==> config.mk <==
export PLATFORM = sky130hd
export DESIGN_NAME = reg_bank_write_arbiter
export DESIGN_NICKNAME = d
export VERILOG_FILES = /design/src/rtl/reg_bank_write_arbiter.sv
export SDC_FILE = /design/constraint.sdc
export NUM_CORES = 1
export LEC_CHECK = 0
export BUFFER_PORTS_ARGS = -buffer_cell sky130_fd_sc_hd__buf_2
export CAP_MARGIN = 20
export CORE_MARGIN = 4
export CORE_UTILIZATION = 43
export DETAILED_ROUTE_END_ITERATION = 16
export PLACE_DENSITY_LB_ADDON = 0.12
export SLEW_MARGIN = 30
export SYNTH_ARGS = -nofsm -noshare
export SYNTH_HDL_FRONTEND = slang
export SYNTH_SLANG_ARGS = --single-unit
==> constraint.sdc <==
create_clock -name clk -period 2.6 [get_ports clk]
set_clock_uncertainty 0.15 [all_clocks]
set_input_delay 0.26 -clock clk [delete_from_list [all_inputs] [get_ports clk]]
set_output_delay 0.26 -clock clk [all_outputs]
set_load 0.01 [all_outputs]
==> src/rtl/reg_bank_write_arbiter.sv <==
// reg_bank_write_arbiter
//   Round-robin arbiter sharing the write port of a DEPTH x WIDTH register bank
//   among N_REQ requesters. One accept per cycle over valid/ready. The accepted
//   request becomes a registered one-hot write enable plus write data one cycle later.
//   An accepted request whose address is out of range produces an err pulse and no write.
// Optional feature: `define REG_ARB_LOCK_EN adds req_lock and a LOCK state in which
//   the lock owner keeps the grant until it releases the lock or withdraws its request.
// Ports:
//   clk        clock, rising edge
//   reset      asynchronous active-low reset
//   req_valid  per-requester request valid            [N_REQ]
//   req_addr   per-requester register address         [N_REQ*AW]
//   req_data   per-requester write data               [N_REQ*WIDTH]
//   req_lock   per-requester lock request (macro only) [N_REQ]
//   req_ready  one-hot grant, combinational           [N_REQ]
//   wr_en      one-hot register enable, registered    [DEPTH]
//   wr_data    write data, registered                 [WIDTH]
//   err        one-cycle pulse for an out-of-range accept
//   busy       any request pending or a write pulse in flight
module reg_bank_write_arbiter #(
  parameter int unsigned WIDTH = 8,
  parameter int unsigned DEPTH = 4,
  parameter int unsigned N_REQ = 3,
  parameter int unsigned AW    = (DEPTH > 1) ? $clog2(DEPTH) : 1
) (
  input  logic                   clk,
  input  logic                   reset,
  input  logic [N_REQ-1:0]       req_valid,
  input  logic [N_REQ*AW-1:0]    req_addr,
  input  logic [N_REQ*WIDTH-1:0] req_data,
`ifdef REG_ARB_LOCK_EN
  input  logic [N_REQ-1:0]       req_lock,
`endif
  output logic [N_REQ-1:0]       req_ready,
  output logic [DEPTH-1:0]       wr_en,
  output logic [WIDTH-1:0]       wr_data,
  output logic                   err,
  output logic                   busy
);

  localparam int unsigned PW = (N_REQ > 1) ? $clog2(N_REQ) : 1;

  localparam logic [1:0] IDLE  = 2'd0;
  localparam logic [1:0] GRANT = 2'd1;
`ifdef REG_ARB_LOCK_EN
  localparam logic [1:0] LOCK  = 2'd2;
`endif

  logic [1:0]       state_q, state_d;
  logic [PW-1:0]    rr_ptr_q, rr_ptr_d;
  logic [PW-1:0]    grant_idx;
  logic             grant_any;
  logic [PW-1:0]    nxt_ptr;
  logic [AW-1:0]    sel_addr;
  logic [WIDTH-1:0] sel_data;
  logic [DEPTH-1:0] wr_en_d;
  logic [WIDTH-1:0] wr_data_d;
  logic             err_d;
  int unsigned      idx;
`ifdef REG_ARB_LOCK_EN
  logic [PW-1:0]    lock_owner_q, lock_owner_d;
  logic [PW-1:0]    owner_nxt;
`endif

  // Arbitration: first valid requester at or after rr_ptr, wrapping; lock owner only in LOCK.
  always_comb begin
    req_ready = '0;
    grant_idx = '0;
    grant_any = 1'b0;
    idx       = 0;
    if (reset) begin
`ifdef REG_ARB_LOCK_EN
      if (state_q == LOCK) begin
        if (req_valid[lock_owner_q]) begin
          grant_idx = lock_owner_q;
          grant_any = 1'b1;
        end
      end else
`endif
      begin
        for (int unsigned k = 0; k < N_REQ; k++) begin
          idx = 32'(rr_ptr_q) + k;
          if (idx >= N_REQ) idx = idx - N_REQ;
          if (!grant_any && req_valid[PW'(idx)]) begin
            grant_any = 1'b1;
            grant_idx = PW'(idx);
          end
        end
      end
      if (grant_any) req_ready[grant_idx] = 1'b1;
    end
  end

  // Payload mux for the granted requester.
  always_comb begin
    sel_addr = '0;
    sel_data = '0;
    for (int unsigned i = 0; i < N_REQ; i++) begin
      if (grant_idx == PW'(i)) begin
        sel_addr = req_addr[i*AW +: AW];
        sel_data = req_data[i*WIDTH +: WIDTH];
      end
    end
  end

  assign nxt_ptr = (grant_idx == PW'(N_REQ-1)) ? '0 : grant_idx + PW'(1);
`ifdef REG_ARB_LOCK_EN
  assign owner_nxt = (lock_owner_q == PW'(N_REQ-1)) ? '0 : lock_owner_q + PW'(1);
`endif

  assign busy = (|req_valid) | (|wr_en);

  // Next state, pointer and registered bank outputs.
  always_comb begin
    state_d   = state_q;
    rr_ptr_d  = rr_ptr_q;
    wr_en_d   = '0;
    wr_data_d = wr_data;
    err_d     = 1'b0;
`ifdef REG_ARB_LOCK_EN
    lock_owner_d = lock_owner_q;
`endif

    if (grant_any) begin
      if (32'(sel_addr) < DEPTH) begin
        wr_en_d   = DEPTH'(1) << sel_addr;
        wr_data_d = sel_data;
      end else begin
        err_d = 1'b1;
      end
    end

`ifdef REG_ARB_LOCK_EN
    if (state_q == LOCK) begin
      // Pointer stays frozen while locked; release resumes after the owner.
      if (!req_valid[lock_owner_q]) begin
        rr_ptr_d = owner_nxt;
        state_d  = (|req_valid) ? GRANT : IDLE;
      end else if (grant_any && !req_lock[grant_idx]) begin
        rr_ptr_d = nxt_ptr;
        state_d  = GRANT;
      end
    end else if (grant_any && req_lock[grant_idx]) begin
      state_d      = LOCK;
      lock_owner_d = grant_idx;
    end else
`endif
    begin
      if (grant_any) rr_ptr_d = nxt_ptr;
      case (state_q)
        IDLE:    if (|req_valid)  state_d = GRANT;
        GRANT:   if (!(|req_valid)) state_d = IDLE;
        default: state_d = IDLE;
      endcase
    end
  end

  // State and output registers.
  always_ff @(posedge clk or negedge reset) begin
    if (!reset) begin
      state_q  <= IDLE;
      rr_ptr_q <= '0;
      wr_en    <= '0;
      wr_data  <= '0;
      err      <= 1'b0;
`ifdef REG_ARB_LOCK_EN
      lock_owner_q <= '0;
`endif
    end else begin
      state_q  <= state_d;
      rr_ptr_q <= rr_ptr_d;
      wr_en    <= wr_en_d;
      wr_data  <= wr_data_d;
      err      <= err_d;
`ifdef REG_ARB_LOCK_EN
      lock_owner_q <= lock_owner_d;
`endif
    end
  end

endmodule

==> results of run 1 <==
-- metal layers --
layer | wire, um | global-route usage | vias up
met4 | 55 | 0.115 | 0
li1 | - | - | 694
met5 | 0 | 0 | -
met3 | 183 | 0.0340 | 6
met1 | 1720 | 0.271 | 640
met2 | 2000 | 0.417 | 41
-- timing repair --
action | 4_1_cts | 5_1_grt
setup endpoints to repair | 10 | 12
hold buffers | 1 | 0
setup buffers | 4 | 2
resized for setup | 15 | 15
hold endpoints to repair | 14 | 0
pin swaps | 6 | 9
-- worst max path at each step --
stage                         endpoint  depth (start not counted)         from
after floorplan           req_ready[1]                         10  rr_ptr_q[0]
after global placement        wr_en[0]                          9  rr_ptr_q[1]
after detailed placement      wr_en[2]                          8  rr_ptr_q[1]
after CTS                 req_ready[1]                          7  rr_ptr_q[1]
after global routing      req_ready[1]                          7  rr_ptr_q[1]
final                     req_ready[1]                          7  rr_ptr_q[1]
-- worst register-to-register path: cells and delay by family, from the launching register on --
kind | cells | cell delay [ns]
and+or+nand+nor | 2 | 0.49
adders and majority gates | 1 | 0.31
muxes | 1 | 0.26
DFF | 1 | 0.44
buffers and inverters | 2 | 0.33
AOI/OAI and AO/OA | 3 | 0.54
-- state kept, by name, summed over array words and instances, names as in the netlist --
name,flops
wr_data,8
rr_ptr_q,2
wr_en,4
-- cells in the mapped netlist, types with 2 or more instances --
master,instances,share of area
nand2_1,2,0.0063
dfrtp_1,14,0.29
o21ai_0,10,0.042
a21o_1,10,0.063
nor2b_1,3,0.016
inv_1,6,0.019
nor3_1,3,0.013
mux2i_1,3,0.025
a21oi_1,19,0.079
a211oi_1,2,0.013
ha_1,4,0.042
buf_6,3,0.028
a21boi_0,2,0.013
clkbuf_1,4,0.013
nand3_1,9,0.038
o31a_1,2,0.015
nor2_1,17,0.053
nand2b_1,3,0.016
or3_1,3,0.016
o211ai_1,2,0.013
-- kinds of logic after synthesis --
| logic type | share of synthesized area |
|---|---|
| AOI/OAI and AO/OA | 0.342 |
| and+or+nand+nor | 0.197 |
| buffers and inverters | 0.0701 |
| DFF | 0.293 |
| muxes | 0.0533 |
| adders and majority gates | 0.0418 |
| other | 0.00314 |
-- where the power goes --
part	internal, mW	total, mW	switching, mW
clock network	0.0853	0.167	0.0816
registers	0.326	0.386	0.0599
logic	1.15	2.28	1.14
total	1.56	2.84	1.28
-- stage by stage --
step                       util  hold slack [ns]  power (mW)  cells  setup TNS (ns)
after global placement    0.640            0.125        2.20    244          -0.146
after CTS                 0.698           0.0978        2.65    253          -0.529
after floorplan               -           -0.186        1.55    145          -0.147
after global routing      0.731            0.115        3.06    255           -1.11
final                     0.731            0.108        2.84    255          -0.347
after detailed placement  0.640            0.133        2.25    244          -0.723
-- layout make-up --
class	instances	area, um^2	share of cell area
clock buffers	4	36.3	0.0193
inverters	6	22.5	0.0120
multi-input cells	116	901	0.480
flip-flops and latches	14	352	0.187
well taps	30	37.5	0.0200
repair buffers	85	529	0.282
==> flow_metrics.tcl, run 1 <==
set metrics [dict create \
    dr.pass1.iters 4 \
    yosysSeqAreaShare 0.293 \
    dpl_cell_area_um2 1640 \
    crit_chain "ha_4 -> mux2i_4 -> o21ai_4 -> or3_4 -> a211oi_4 -> and2_4 -> buf_6" \
    hold_viol_final 0 \
    rows 18 \
    critical_path_class "reg -> out" \
    crit_family "simple AND/OR/NAND/NOR gates" \
    finalSetupViolCount 6 \
    fillerInstances 192 \
    cts_sinks 14 \
    finalNetCount 265 \
    grt_max_degree 24 \
    yosysUniqueCellTypes 44 \
    crit_buf_inv 1 \
    hold_end "wr_data[6]" \
    synth_area_um2 1200 \
    dp_hpwl_mm 2.90 \
    initial_core_util 0.466 \
    mostFrequentLayoutCell "buf_2" \
    vias 1381 \
    final_area_um2 1880 \
    htree_levels 1 \
    grt_pass1_vias 1450 \
    die-area_um2 3690 \
    grt_use_total 0.233 \
    clockBufferDepth 2 \
    setup_ws_ns -0.0880 \
    layout_min_cycle_time_ns 2.69 \
    p_leak_nw 0.896 \
    rr_worst_depth 9 \
    synth_ff_type "dfrtp_1" \
    synth-edff-count 0 \
    core_um2 2570 \
    grt_first_pass_wirelength_mm 6.38 \
    synth_warnings 0 \
    num_antenna_cells 0 \
    critPathCaptureType "output port" \
    synth_area_per_cell_um2 8.25 \
    io_buffers 50 \
    die_h_um 60.7 \
    die_w_um 60.7 \
    cap_violations 0 \
    cts_tree "built" \
    place_congestion 0.884 \
    io_pins 52 \
    numCtsBuffers 3 \
    required_ns 2.19 \
    ys_ff_latch 14 \
    worstPathArrival_ns 2.28 \
    violations "negative setup slack" \
    reg2reg_from "rr_ptr_q[1]" \
    whs_path_depth 3 \
    peakVddDrop_v 0.000950 \
    post_drt_wl_per_cell_um 15.5 \
    status "complete, but fails checks" \
    maxSlewViolCount 0 \
    cts_root_buffer "clkbuf_4" \
    r2r_end "wr_en[0]" \
    wl_mm 3.96 \
    final_cell_mix "buf_2, buf_4, a21oi_1, nor2_1, dfrtp_1" \
    min_from "req_data[14]" \
    hp-class "in -> reg" \
    drtIter0Drc 60 \
    rsz0062_at_grt "true" \
    overflow 0 \
    dp_slack_ns -0.155 \
    clk_latency_ns 0.28 \
    route.detailed.drc 0 \
    cp_max_fo 5 \
    power_density_nw_per_um2 1510 \
    antenna_found_initial 0 \
    startpoint_type "register" \
    syn-num-nets 184 \
    reg2reg_slack_ns -0.07 \
    fmax_ghz 0.372 \
    async_reset_ff_frac 1.00 \
    vias_per_cell 5.42 \
    clk_transition_reported_paths_ns 0.10 \
    detail-route-antenna-nets 0 \
    synthCells 145 \
    drive_above_1_share 0.524 \
    area_growth_pct 57.0 \
    crit_slowest_cell "dfrtp_2" \
    fin_crit_sh 1.03 \
    cpPeakStageDelay_ns 0.44 \
]
Note: power is estimated with default switching activity, not from simulation.
==> run 2: changes to the inputs <==
CAP_MARGIN = default   (was 20)
CORE_ASPECT_RATIO = 1.1   (was default)
CORE_UTILIZATION = 51   (was 43)
clock period = 3.3 ns   (was 2.6 ns; I/O delays follow)
==> flow_metrics.tcl, run 2 (synthesis results as in run 1) <==
set metrics [dict create \
    status "completed" \
    overflow 0 \
    cts_tree "built" \
    whs_path_depth 3 \
    fin_crit_sh 0.958 \
    max_slew_margin 0.460 \
    cts_sinks 14 \
    required_ns 2.82 \
    fmax_ghz 0.316 \
    setup-tns-final_ns 0 \
    power_density_nw_per_um2 1080 \
    finalNetCount 237 \
    die_h_um 58.8 \
    dp_hpwl_mm 2.49 \
    route.detailed.drc 0 \
    peakVddDrop_v 0.000720 \
    dr.pass1.iters 4 \
    cts_root_buffer "clkbuf_4" \
    critical_path_class "reg -> out" \
    hp-class "in -> reg" \
    reg2reg_slack_ns 0.37 \
    rsz0062_at_grt "false" \
    rows 18 \
    startpoint_type "register" \
    antenna_found_initial 0 \
    wl_mm 3.20 \
    min_from "req_data[11]" \
    p_leak_nw 0.738 \
    io_buffers 50 \
    reg2reg_from "rr_ptr_q[0]" \
    finalCoreUtilization 0.678 \
    r2r_end "wr_en[0]" \
    cap_violations 0 \
    crit_buf_inv 2 \
    grt_first_pass_wirelength_mm 5.11 \
    drive_above_1_share 0.355 \
    grt_use_total 0.213 \
    die_w_um 54.2 \
    top_register "wr_data" \
    core_um2 2250 \
    cpPeakStageDelay_ns 0.44 \
    top_regs "wr_data: 8 flops, wr_en: 4 flops, rr_ptr_q: 2 flops" \
    detail-route-antenna-nets 0 \
    grt_max_degree 25 \
    vias 1278 \
    maxSlewViolCount 0 \
    fillerInstances 222 \
    io_pins 52 \
    final_cell_mix "buf_2, a21oi_1, nor2_1, dfrtp_1" \
    setup_ws_ns 0.140 \
    numCtsBuffers 3 \
    total_power_mw 1.66 \
    post_drt_wl_per_cell_um 14.1 \
    crit_slowest_cell "o311a_1" \
    clk_transition_reported_paths_ns 0.10 \
    vias_per_cell 5.63 \
    tightest_slew_ns 0.809 \
    hold_viol_final 0 \
    grt_pass1_vias 1254 \
    htree_levels 1 \
    cp_max_fo 7 \
    crit_family "compound AO/OA/AOI/OAI gates" \
    layout_min_cycle_time_ns 3.16 \
    worstPathArrival_ns 2.68 \
    area_growth_pct 27.7 \
    largest_register_ffs 8 \
    initial_core_util 0.531 \
    hold_end "wr_data[3]" \
    mostFrequentLayoutCell "buf_2" \
    crit_chain "inv_1 -> ha_2 -> mux2i_4 -> o21ai_2 -> o311a_1 -> or2_1 -> and3_1 -> buf_2" \
    clk_latency_ns 0.28 \
    drtIter0Drc 29 \
    clockBufferDepth 2 \
    num_antenna_cells 0 \
    critPathCaptureType "output port" \
    dp_slack_ns 0.0669 \
    die-area_um2 3190 \
    place_congestion 0.921 \
    finalSetupViolCount 0 \
    rr_worst_depth 8 \
]
run 2: cell types whose count changed in the layout (fill, tap and decap cells not counted), moves of 2 or more:
cell | before | now
or3_1 | 1 | 3
nor2_2 | 4 | 0
nor2b_2 | 2 | 0
nor2b_1 | 1 | 3
buf_4 | 32 | 6
or3_4 | 2 | 0
buf_6 | 3 | 0
ha_4 | 2 | 0
nor2_1 | 13 | 17
or2_4 | 2 | 0
run 2: how the worst max path moves through the flow:
stage,start,end,slack [ns],cells after the start
floorplan,rr_ptr_q[0],req_ready[1],0.56,10
global placement,rr_ptr_q[0],wr_en[0],0.18,8
detailed placement,rr_ptr_q[0],wr_en[0],0.07,8
CTS,rr_ptr_q[0],req_ready[1],0.002,8
global route,rr_ptr_q[0],req_ready[2],0.03,8
finish,rr_ptr_q[0],req_ready[2],0.14,8
run 2: cell type report:
type	instances	area [um^2]	share of cell area
flip-flops and latches	14	350	0.229
repair buffers	57	305	0.200
clock buffers	4	36.3	0.0238
inverters	6	22.5	0.0147
well taps	30	37.5	0.0246
multi-input cells	116	776	0.508
run 2: stage by stage:
| stage | std cells | cell area (um^2) | hold slack (ns) |
|---|---|---|---|
| 3_5_place_dp | 221 | 1460 | 0.154 |
| 2_1_floorplan | 145 | 1200 | -0.116 |
| 5_1_grt | 227 | 1530 | 0.207 |
| 4_1_cts | 226 | 1510 | 0.185 |
| 6_report | 227 | 1530 | 0.199 |
| 3_3_place_gp | 221 | 1460 | 0.153 |
run 2: power by group:
part / leakage (nW) / internal [mW] / switching (mW)
logic: 0.546 / 0.523 / 0.703
clock network: 0.0210 / 0.0671 / 0.0608
registers: 0.171 / 0.256 / 0.0468
run 2: timing repair:
action,in CTS,in global routing
endpoints found under the setup margin,2,3
hold buffers,1,0
pin swaps,0,1
gates resized for setup,1,2
endpoints found under the hold margin,14,0
buffers inserted,0,1
run 2: metal layers:
layer	vias to the layer above	part of all wire	track usage
met1	589	0.42	0.255
met4	0	0.022	0.107
met2	45	0.51	0.357
met5	-	0	0
met3	8	0.053	0.0380
li1	636	-	-
run 2: tightest hold or removal path: cells and delay by family:
family	cells	cell delay, ns
AO/OA/AOI/OAI	2	0.20
buffers and inverters	1	0.08
==> run 3: changes to the inputs <==
BUFFER_PORTS_ARGS = -buffer_cell sky130_fd_sc_hd__clkbuf_2   (was -buffer_cell sky130_fd_sc_hd__buf_2)
==> flow_metrics.tcl, run 3 (synthesis results as in run 1) <==
set metrics [dict create \
    status "completed" \
    startpoint_type "register" \
    setup-tns-final_ns 0 \
    io_pins 52 \
    cts_tree "built" \
    grt_busiest_layer "met2" \
    switching_share 0.489 \
    antenna_found_initial 0 \
    hold_viol_final 0 \
    post_drt_wl_per_cell_um 14.0 \
    p_int_uw 844 \
    largest_register_ffs 8 \
    io_buffers 50 \
    finalCoreUtilization 0.678 \
    dp_hpwl_mm 2.50 \
    power_density_nw_per_um2 1080 \
    dpl_cell_area_um2 1460 \
    critical_path_class "reg -> out" \
    clk_latency_ns 0.27 \
    whs_path_depth 3 \
    die_w_um 54.2 \
    place_congestion 0.924 \
    cp_max_fo 7 \
    reg2reg_from "rr_ptr_q[0]" \
    numCtsBuffers 3 \
    fmax_ghz 0.317 \
    grtUsageMet3 0.0329 \
    die-area_um2 3190 \
    final_cell_mix "clkbuf_2, a21oi_1, nor2_1, dfrtp_1" \
    max_slew_margin 0.427 \
    setup_ws_ns 0.146 \
    route.detailed.drc 0 \
    multi_input_area_um2 776 \
    fin_cells 227 \
    drtIter0Drc 29 \
    top_regs "wr_data: 8 flops, wr_en: 4 flops, rr_ptr_q: 2 flops" \
    p_sw_uw 808 \
    maxSlewViolCount 0 \
    tightest_slew_ns 0.857 \
    cap_violations 0 \
    rows 18 \
    num_antenna_cells 0 \
    grt_use_total 0.207 \
    grt_first_pass_wirelength_mm 5.00 \
    finalSetupViolCount 0 \
    clockBufferDepth 2 \
    overflow 0 \
    cts_root_buffer "clkbuf_4" \
    fin_crit_sh 0.956 \
    dp_slack_ns 0.0482 \
    grt_max_degree 25 \
    peakVddDrop_v 0.000580 \
    use_met1 0.243 \
    dp.cells 221 \
    fillerInstances 214 \
    die_h_um 58.8 \
    reg2reg_slack_ns 0.28 \
    layout_min_cycle_time_ns 3.15 \
    rsz0062_at_grt "false" \
    finalNetCount 237 \
    min_from "req_data[13]" \
    hp-class "in -> reg" \
    worstPathArrival_ns 2.67 \
    p_leak_nw 0.745 \
    vias 1291 \
    hold_end "wr_data[5]" \
    core_um2 2250 \
    vias_per_cell 5.69 \
    htree_levels 1 \
    p_clk_frac 0.075 \
    grt_use_met2 0.362 \
    required_ns 2.82 \
    area_growth_pct 27.7 \
    rr_worst_depth 8 \
    top_register "wr_data" \
    p_comb_frac 0.739 \
    critPathCaptureType "output port" \
    cts_sinks 14 \
    mostFrequentLayoutCell "clkbuf_2" \
    grt_pass1_vias 1240 \
    clk_transition_reported_paths_ns 0.09 \
    power_frac_seq 0.186 \
    drive_above_1_share 0.355 \
    register_area_um2 350 \
    dr.pass1.iters 4 \
    wl_mm 3.18 \
    initial_core_util 0.531 \
    final_area_um2 1530 \
    detail-route-antenna-nets 0 \
    r2r_end "wr_en[0]" \
]
-- run 3: changes by cell type in the layout (fill, tap and decap cells not counted), sizes merged --
cell	previous run	this run
buf	56	6
clkbuf	4	54
-- run 3: power by group through the flow --
stage / clock network (mW) / logic, mW / registers [mW]
4_1_cts: 0.128 / 1.20 / 0.308
3_5_place_dp: 0 / 1.17 / 0.310
5_1_grt: 0.139 / 1.35 / 0.317
2_1_floorplan: 0 / 0.875 / 0.338
6_report: 0.124 / 1.22 / 0.308
3_3_place_gp: 0 / 1.15 / 0.304
-- run 3: timing repair --
action                                  CTS  global route
setup buffers                             1             0
hold buffers                              1             0
hold endpoints to repair                 14             0
pin swaps                                 1             0
gates resized for setup                   1             2
endpoints found under the setup margin    3             3
-- run 3: final cells by class --
| class | instances | share of cell area |
|---|---|---|
| clock buffers | 4 | 0.0238 |
| inverters | 6 | 0.0147 |
| multi-input cells | 116 | 0.508 |
| flip-flops and latches | 14 | 0.229 |
| well taps | 30 | 0.0246 |
| repair buffers | 57 | 0.200 |
-- run 3: critical path, stage by stage, from the launching register on --
cell	delay [ns]
dfrtp_1	0.41
inv_1	0.09
ha_2	0.42
mux2i_4	0.28
o21ai_2	0.13
o311a_1	0.44
or2_1	0.32
and3_1	0.18
clkbuf_2	0.12
-- run 3: per-layer routing --
metal / wire length (um) / vias to the layer above / part of all wire
met5: 0 / - / 0
li1: - / 632 / -
met1: 1270 / 610 / 0.40
met3: 174 / 6 / 0.055
met4: 39 / 0 / 0.012
met2: 1700 / 43 / 0.53
-- run 3: worst max path at each step --
| stage | slack (ns) | cells past startpoint | end | start |
|---|---|---|---|---|
| 2_1_floorplan | 0.56 | 10 | req_ready[1] | rr_ptr_q[0] |
| 3_3_place_gp | 0.18 | 8 | wr_en[0] | rr_ptr_q[0] |
| 3_5_place_dp | 0.05 | 8 | wr_en[0] | rr_ptr_q[0] |
| 4_1_cts | 0.08 | 8 | req_ready[0] | rr_ptr_q[0] |
| 5_1_grt | 0.01 | 8 | req_ready[2] | rr_ptr_q[1] |
| 6_report | 0.15 | 8 | req_ready[2] | rr_ptr_q[0] |
-- run 3: stage by stage --
step / power [mW] / hold WS (ns)
4_1_cts: 1.64 / 0.182
6_report: 1.65 / 0.191
5_1_grt: 1.81 / 0.200
3_5_place_dp: 1.48 / 0.180
2_1_floorplan: 1.21 / -0.116
3_3_place_gp: 1.46 / 0.173
